`src/rtl/alu_arbiter.sv`:
```
// rtl/alu_arbiter.sv - two-port round-robin arbiter sequencing one shared 32-bit ALU
//
// Ports:
//   clk, rst                         clock, synchronous active-high reset
//   req{0,1}_valid/ready             request handshake (ready asserts only in IDLE)
//   req{0,1}_a, req{0,1}_b           32-bit operands
//   req{0,1}_ctrl                    ALU op: 000 AND, 001 OR, 010 ADD, 110 SUB, 111 SLT
//   rsp{0,1}_valid/ready             response handshake, only the owner's valid rises
//   rsp{0,1}_y, rsp{0,1}_zero        registered result and zero flag
//   busy                             high whenever a transaction is in flight
module alu_arbiter #(
   parameter logic RR_INIT = 1'b0
) (
   input  logic        clk,
   input  logic        rst,
   input  logic        req0_valid,
   output logic        req0_ready,
   input  logic [31:0] req0_a,
   input  logic [31:0] req0_b,
   input  logic [2:0]  req0_ctrl,
   input  logic        req1_valid,
   output logic        req1_ready,
   input  logic [31:0] req1_a,
   input  logic [31:0] req1_b,
   input  logic [2:0]  req1_ctrl,
   output logic        rsp0_valid,
   input  logic        rsp0_ready,
   output logic [31:0] rsp0_y,
   output logic        rsp0_zero,
   output logic        rsp1_valid,
   input  logic        rsp1_ready,
   output logic [31:0] rsp1_y,
   output logic        rsp1_zero,
   output logic        busy
);

   typedef enum logic [1:0] {IDLE, EXEC, RESP} state_t;

   state_t      state, state_nx;
   logic        prio;
   logic        owner;
   logic [31:0] a_q, b_q, y_q;
   logic [2:0]  ctrl_q;
   logic        zero_q;
   logic [31:0] alu_y;
   logic        grant0, grant1, take, give;

   // Shared ALU, fed only from the latched operands.
   always_comb begin
      alu_y = 32'd0;
      case (ctrl_q)
         3'b000:  alu_y = a_q & b_q;
         3'b001:  alu_y = a_q | b_q;
         3'b010:  alu_y = a_q + b_q;
         3'b110:  alu_y = a_q - b_q;
         3'b111:  alu_y = {31'd0, $signed(a_q) < $signed(b_q)};
         default: alu_y = 32'd0;
      endcase
   end

   always_comb begin
      state_nx = state;
      grant0   = 1'b0;
      grant1   = 1'b0;
      take     = 1'b0;
      give     = 1'b0;
      case (state)
         IDLE: begin
            // A lone requester wins outright; prio only breaks a tie.
            if (!rst) begin
               grant0 = req0_valid && (!req1_valid || !prio);
               grant1 = req1_valid && (!req0_valid ||  prio);
            end
            take = grant0 || grant1;
            if (take) state_nx = EXEC;
         end
         EXEC: state_nx = RESP;
         RESP: begin
            give = owner ? rsp1_ready : rsp0_ready;
            if (give) state_nx = IDLE;
         end
         default: state_nx = IDLE;
      endcase
   end

   always_ff @(posedge clk) begin
      if (rst) begin
         state  <= IDLE;
         prio   <= RR_INIT;
         owner  <= 1'b0;
         a_q    <= 32'd0;
         b_q    <= 32'd0;
         ctrl_q <= 3'd0;
         y_q    <= 32'd0;
         zero_q <= 1'b0;
      end else begin
         state <= state_nx;
         if (take) begin
            owner  <= grant1;
            a_q    <= grant1 ? req1_a    : req0_a;
            b_q    <= grant1 ? req1_b    : req0_b;
            ctrl_q <= grant1 ? req1_ctrl : req0_ctrl;
         end
         if (state == EXEC) begin
            y_q    <= alu_y;
            zero_q <= (alu_y == 32'd0);
         end
         // Priority moves to the other port only once a response is consumed.
         if (give) prio <= ~owner;
      end
   end

   assign req0_ready = grant0;
   assign req1_ready = grant1;
   assign rsp0_valid = (state == RESP) && !owner;
   assign rsp1_valid = (state == RESP) &&  owner;
   assign rsp0_y     = y_q;
   assign rsp1_y     = y_q;
   assign rsp0_zero  = zero_q;
   assign rsp1_zero  = zero_q;
   assign busy       = (state != IDLE);

endmodule
```
`config.mk`:
```
export PLATFORM = sky130hd
export DESIGN_NAME = alu_arbiter
export DESIGN_NICKNAME = d
export VERILOG_FILES = /design/src/rtl/alu_arbiter.sv
export SDC_FILE = /design/constraint.sdc
export NUM_CORES = 1
export LEC_CHECK = 0
export CAP_MARGIN = 5
export CORE_MARGIN = 10
export CORE_UTILIZATION = 55
export DETAILED_ROUTE_END_ITERATION = 6
export PLACE_DENSITY = 0.86
export SETUP_SLACK_MARGIN = 0.15
export SYNTH_ARGS = -nofsm -noshare
export SYNTH_HDL_FRONTEND = slang
export SYNTH_SLANG_ARGS = --single-unit
```
`constraint.sdc`:
```
create_clock -name clk -period 10.43 [get_ports clk]
set_clock_uncertainty 0.15 [all_clocks]
set_input_delay 2.086 -clock clk [delete_from_list [all_inputs] [get_ports clk]]
set_output_delay 2.086 -clock clk [all_outputs]
set_load 0.01 [all_outputs]
```
==> impl_metrics.json <==
{
  "timing_limited_maximum_frequency_ghz": 0.161,
  "ys_top_cells_by_count": "nand2_1, nor2_1, inv_1",
  "path_clk_slew_ns": 0.07,
  "detail_route.wl_per_cell_um": 18.6,
  "fin_crit_ns": 6.20,
  "initial_drt_markers": 850,
  "timing.critical_path.required_ns": 8.19,
  "io-pin-count": 211,
  "syn-num-nets": 1544,
  "routed-via-count": 9623,
  "n_diodes": 0,
  "die-area_sq_um": 22400,
  "fp.dieH_um": 150,
  "peakVddDrop_uv": 91.6,
  "yosysUniqueCellTypes": 71,
  "post_synth_inst_count": 1303,
  "cts.hold.buffers_added": 0,
  "final_instance_area_sq_um": 11400,
  "routed_wl_um": 30500,
  "postSynth.asyncResetShare_pct": 0,
  "placement.io_buffers": 210,
  "die_x_um": 150,
  "finalNetCount": 1653,
  "p_r_area_growth_vs_syn_pct": 23.4,
  "cts_buffers": 9,
  "total_number_of_yosys_warnings": 0,
  "clock_sink_count": 104,
  "netlist_area_sq_um": 9250,
  "antenna_found_initial": 0,
  "routed_via_density": 5.88,
  "filler_cell_count": 1424,
  "total_power_mw": 1.64,
  "place.detailed.hpwl_um": 23900,
  "timing_hold_violations_final": 0,
  "crit_path_max_fanout": 70,
  "worst_slew_pin_slew_ns": 1.02,
  "max-slew-margin-rel_pct": 31.7,
  "synthFlopType": "dfxtp_1",
  "cts_tree": "done",
  "powerDensity_nw_per_um2": 143,
  "num_rows": 47,
  "post_placement_worst_setup_slack_ns": 4.20,
  "fin_tns_setup_ns": 0,
  "setup.worst_path.end_class": "primary output",
  "postLayoutSetupSlackWorst_ns": 4.23,
  "worstHoldPathType": "register to register",
  "yosys.cell_count.top_type": "nand2_1",
  "standard_cell_area_after_detailed_placement_sq_um": 11100,
  "worst-setup-path-type": "input pin to primary output",
  "maxCapViolations": 0,
  "report.final.setup_viol": 0,
  "clock_tree.root_cell": "clkbuf_16",
  "cts_max_level": 3,
  "cts.repair_timing.setup_buffer_count": 0,
  "ctsResizeCount": 0,
  "grt_pass1_wl_um": 47600,
  "initial_cell_density_of_the_core_pct": 56.0,
  "synthDominantAreaCellType": "dfxtp_1",
  "place_congestion": 0.969,
  "synth_enable_flop_cells": 0,
  "leakagePower_nw": 4.38,
  "number_of_global_route_vias_before_repair": 9055,
  "drt.antenna.violating_nets": 0,
  "skew_pair_late_insertion_delay_ns": 0.37,
  "outcome": "completed",
  "first_pass_iters": 6,
  "timing.final.crit_share_pct": 59.5,
  "syn_area_per_cell_sq_um": 7.10,
  "grt_max_degree": 102,
  "postSynthRegisterBits": 104,
  "grt_usage_pct": 25.8,
  "detail_route.drc_violations": 0,
  "startpoint_class": "input pin",
  "synthDominantCellAreaShare_pct": 22.5,
  "largest_buffer_count_on_any_clock_path": 2,
  "drive_above_1_share_pct": 3.32,
  "cp_data_arrival_time_ns": 3.97,
  "rsz0062_at_grt": "no",
  "synthTopCellsByArea": "dfxtp_1, ha_1, nand2_1",
  "final.hold.worst_slack_ns": 0.359,
  "grt_overflow": 0,
  "synth-seq-area-share_pct": 22.5,
  "core_area_sq_um": 16500,
  "drv_slew": 0
}
==> metal layers <==
layer  GRT usage (%)  vias to the layer above  wire (um)  part of all wire (%)
met5               0                        -          0                     0
met4            6.75                        0        473                   1.6
li1                -                     4715          -                     -
met2            42.6                      438      14000                    46
met3            4.68                       35       2730                   9.0
met1            33.8                     4435      13300                    44
==> logic make-up after synthesis <==
group           share of synthesized area (%)
simple gates                             21.2
compound gates                           26.0
buf+inv                                  11.0
flops                                    22.5
fa+ha+maj                                13.8
xor+xnor                                 3.03
mux                                      2.39
==> final timing paths <==
| path | slack (ns) | end | cells past startpoint | start |
|---|---|---|---|---|
| hold / removal | 0.36 | b_q[16]$_SDFFE_PP0P_ | 2 | b_q[16]$_SDFFE_PP0P_ |
| hold reg to reg | 0.36 | b_q[16]$_SDFFE_PP0P_ | 2 | b_q[16]$_SDFFE_PP0P_ |
| setup reg to reg | 5.79 | rsp0_zero$_SDFFE_PP0N_ | 13 | ctrl_q[0]$_SDFFE_PP0P_ |
| setup / recovery | 4.23 | req0_ready | 6 | req1_valid |
==> cell type report <==
type	instances	area, sq um	area share (%)
multi-input cells	964	6170	54.1
clock buffers	10	229	2.01
clock inverters	6	62.6	0.548
flip-flops and latches	104	2080	18.2
well taps	220	275	2.41
repair buffers	219	2170	19.0
inverters	114	428	3.75
==> flip-flops by register name (all words and copies together) (netlist names) <==
signal / flops
a_q: 32
rsp0_y: 32
owner: 1
prio: 1
ctrl_q: 3
state: 2
b_q: 32
rsp0_zero: 1
==> cells in the final DEF (no fill, tap or decap), types with 6 or more instances in the layout <==
cell             instances
xnor2_1                 31
a22oi_1                  6
o211ai_1                10
nand3_1                 15
ha_1                    99
o21ai_0                 36
clkbuf_16                9
nor2_1                 164
clkdlybuf4s50_1        209
a211oi_1                37
nand2_1                195
o31ai_1                  7
inv_1                  108
nor4_1                   7
o22ai_1                 10
o21bai_1                16
nand4_1                  9
nor3_1                  30
a31oi_1                 11
dfxtp_1                103
o21ai_1                 12
buf_4                   10
a21oi_1                 81
nor2b_1                  8
a311oi_1                69
mux2i_1                 21
a21o_1                   8
nand2b_1                 9
==> worst max-delay path, cell delays in order <==
cell and delay, ns:
clkdlybuf4s50_1 0.56, nand2_1 0.09, nand3_2 0.07, buf_4 0.55, inv_2 0.07, clkdlybuf4s50_1 0.50
==> metrics by stage <==
step | std cells | util, %
2_1_floorplan | 1303 | -
3_3_place_gp | 1621 | 67.3
3_5_place_dp | 1621 | 67.3
4_1_cts | 1637 | 69.1
5_1_grt | 1637 | 69.1
6_report | 1637 | 69.1
==> power by group <==
group	switching, mW	total [mW]	internal, mW
logic	0.464	0.803	0.339
registers	0.0491	0.495	0.446
clock network	0.169	0.338	0.168
total	0.683	1.64	0.953
No activity file was read; power rests on OpenSTA's default activity.
==> variant, RTL diff (same flow settings) <==
The parameter `RR_INIT` goes from 1'b0 to 1'b1.
--- a/src/rtl/alu_arbiter.sv
+++ b/src/rtl/alu_arbiter.sv
@@ -9,7 +9,7 @@
 //   rsp{0,1}_y, rsp{0,1}_zero        registered result and zero flag
 //   busy                             high whenever a transaction is in flight
 module alu_arbiter #(
-   parameter logic RR_INIT = 1'b0
+   parameter logic RR_INIT = 1'b1
 ) (
    input  logic        clk,
    input  logic        rst,
Check against the original RTL: not equivalent (Yosys sat finds a counterexample within 4 cycles, from zero or initial values and one cycle with rst high).
==> variant against the unedited design <==
  * Area after synthesis unchanged
  * Total power decreased by 7.3%
  * Synthesized cell count about the same
  * Sequential power decreased by 3%
  * Core utilization decreased by 0.12 points
  * Design area decreased by 0.18%
  * Largest cell class unchanged
  * Sequential cell count unchanged
  * Maximum frequency decreased by 6.4%
  * Setup slack got worse by 0.42 ns
  * Critical path type unchanged
  * Wire length decreased by 3.5%
==> variant: results (changes against the unedited design) <==
Outcome
  • Status: completed

Placement
  • Port Buf Inserts: 210 (unchanged)
  • Detailed Place HPWL: 23.14 mm (-3.0%)
  • Routability cong.: 0.9828 (+1.5%)

Layout
  • Inserted Diodes: 0 (unchanged)
  • Fillers: 1423 (-0.070%)
  • Final nets: 1650 (-0.18%)
  • Share of layout cells above drive strength 1: 3.253% (-0.064 points)

Global route
  • Pin count of the biggest net entering global routing: 103 (+0.98%)
  • Vias in the first global route: 8893 (-1.8%)
  • Gr ovfl total: 0 (unchanged)
  • GRT Util Overall: 25.14% (-0.65 points)
  • First-pass GRT wire length: 46.54 mm (-2.2%)
  • Initial antenna violation count: 0 (unchanged)

Setup path
  • Worst path max stage delay: 0.70 ns (+0.14 ns)
  • Worst Path Arrival: 4.39 ns (+0.42 ns)
  • CP max stage cell: buf_4
  • Path depth of the worst reg2reg path: 14 (+1)
  • Largest fanout on the critical path: 102 (+46%)

Clocking
  • Clock Tree Root: clkbuf_16
  • Post-CTS Setup Bufs: 0 (unchanged)
  • CTS resizes: 0 (unchanged)
  • Clock buffer depth: 2 (unchanged)
  • Clock Latency Late Sink: 0.36 ns
  • CTS Buf Count: 9 (unchanged)
  • Clk slew on worst S/H paths: about 0.08 ns
  • H-tree Lvls: 3 (unchanged)

Pwr
  • Static Leak: 4.371 nW (about the same)
  • Worst vdd ir: 0.08060 mV (-12%)
  • Psw: 0.6128 mW (-10%)

Routing
  • Via density: 5.800 (-1.3%)
  • Drt pass-1 iters: 7 (+1)
  • Met3 WL: 2.619 mm (-4.1%)
  • M1 WL: 13.24 mm (-0.66%)
  • DR WL met2: 12.99 mm (-7.1%)
  • Max layer used: met4
  • Wirelength per Cell: 18.01 microns (-3.4%)
  • DR iter-0 viols: 919 (+8.1%)

Yosys
  • Top post-synthesis cells by count: 195 x nand2_1, 162 x nor2_1, 108 x inv_1
  • Sequential area share after synthesis: 22.51% (unchanged)
  • Synth top area cells: dfxtp_1 23%, ha_1 13%, nand2_1 7.9%
  • Yosys warns: 0 (unchanged)
  • Syn Nets: 1543 (-0.065%)
  • Most used DFF post-synth: dfxtp_1
  • Distinct cells, synth: 71 (unchanged)

Worst hold path
  • Hold Path Class: flip-flop to flip-flop
  • Hold Path Depth: 2 (unchanged)

STA
  • Measured slew at the worst slew-check pin: 1.075 ns (+0.04985 ns)
variant: cells by family (layout without fill, tap and decap cells):
family,after synthesis,after routing,synth area share [%]
simple gates,461,461,21.17
compound gates,347,347,26.04
buf+inv,235,347,11.04
flops,104,104,22.51
fa+ha+maj,101,101,13.82
xor+xnor,32,32,3.030
mux,22,22,2.394
variant: power by group through the flow:
stage	registers [mW]	logic [mW]	clock network, mW
global route	0.489	0.762	0.356
detailed placement	0.491	0.686	0
global placement	0.489	0.678	0
floorplan	0.484	0.465	0
finish	0.482	0.696	0.338
CTS	0.482	0.689	0.338
variant: worst paths after layout:
kind                           from                      to  slack [ns]
min          rsp0_y[0]$_SDFFE_PP0N_  rsp0_y[0]$_SDFFE_PP0N_        0.34
max                             rst              req0_ready        3.80
max reg2reg     a_q[6]$_SDFFE_PP0P_  rsp0_zero$_SDFFE_PP0N_        5.80
min reg2reg  rsp0_y[0]$_SDFFE_PP0N_  rsp0_y[0]$_SDFFE_PP0N_        0.34
variant: layout make-up:
type                            instances  area [sq um]  area share (%)
Timing Repair Buffer                  217          2152           18.88
Inverter                              114         427.9           3.755
Sequential cell                       104          2083           18.28
Multi-Input combinational cell        963          6172           54.16
Clock buffer                            9         225.2           1.976
Clock inverter                          7         61.31          0.5379
Tap cell                              220         275.3           2.415
variant: per-stage QoR:
step / worst slack, ns / instances / instance area [sq um] / power, mW / hold slack (ns)
CTS: 3.743 / 1634 / 11400 / 1.509 / 0.3400
global route: 3.559 / 1634 / 11400 / 1.607 / 0.3550
finish: 3.805 / 1634 / 11400 / 1.516 / 0.3417
floorplan: 5.338 / 1302 / 9250 / 0.9483 / 0.3250
detailed placement: 3.736 / 1618 / 11110 / 1.177 / 0.3302
global placement: 3.802 / 1618 / 11110 / 1.166 / 0.3169
variant: routing by layer:
| layer | vias to the layer above | GRT usage [%] |
|---|---|---|
| li1 | 4697 | - |
| met1 | 4330 | 33.39 |
| met2 | 398 | 39.64 |
| met3 | 53 | 5.918 |
| met4 | 0 | 7.386 |
| met5 | - | 0 |
variant: critical path: cells and delay by family:
kind | cells | cell delay, ns
AND/OR/NAND/NOR | 2 | 0.38
buffers and inverters | 4 | 1.83
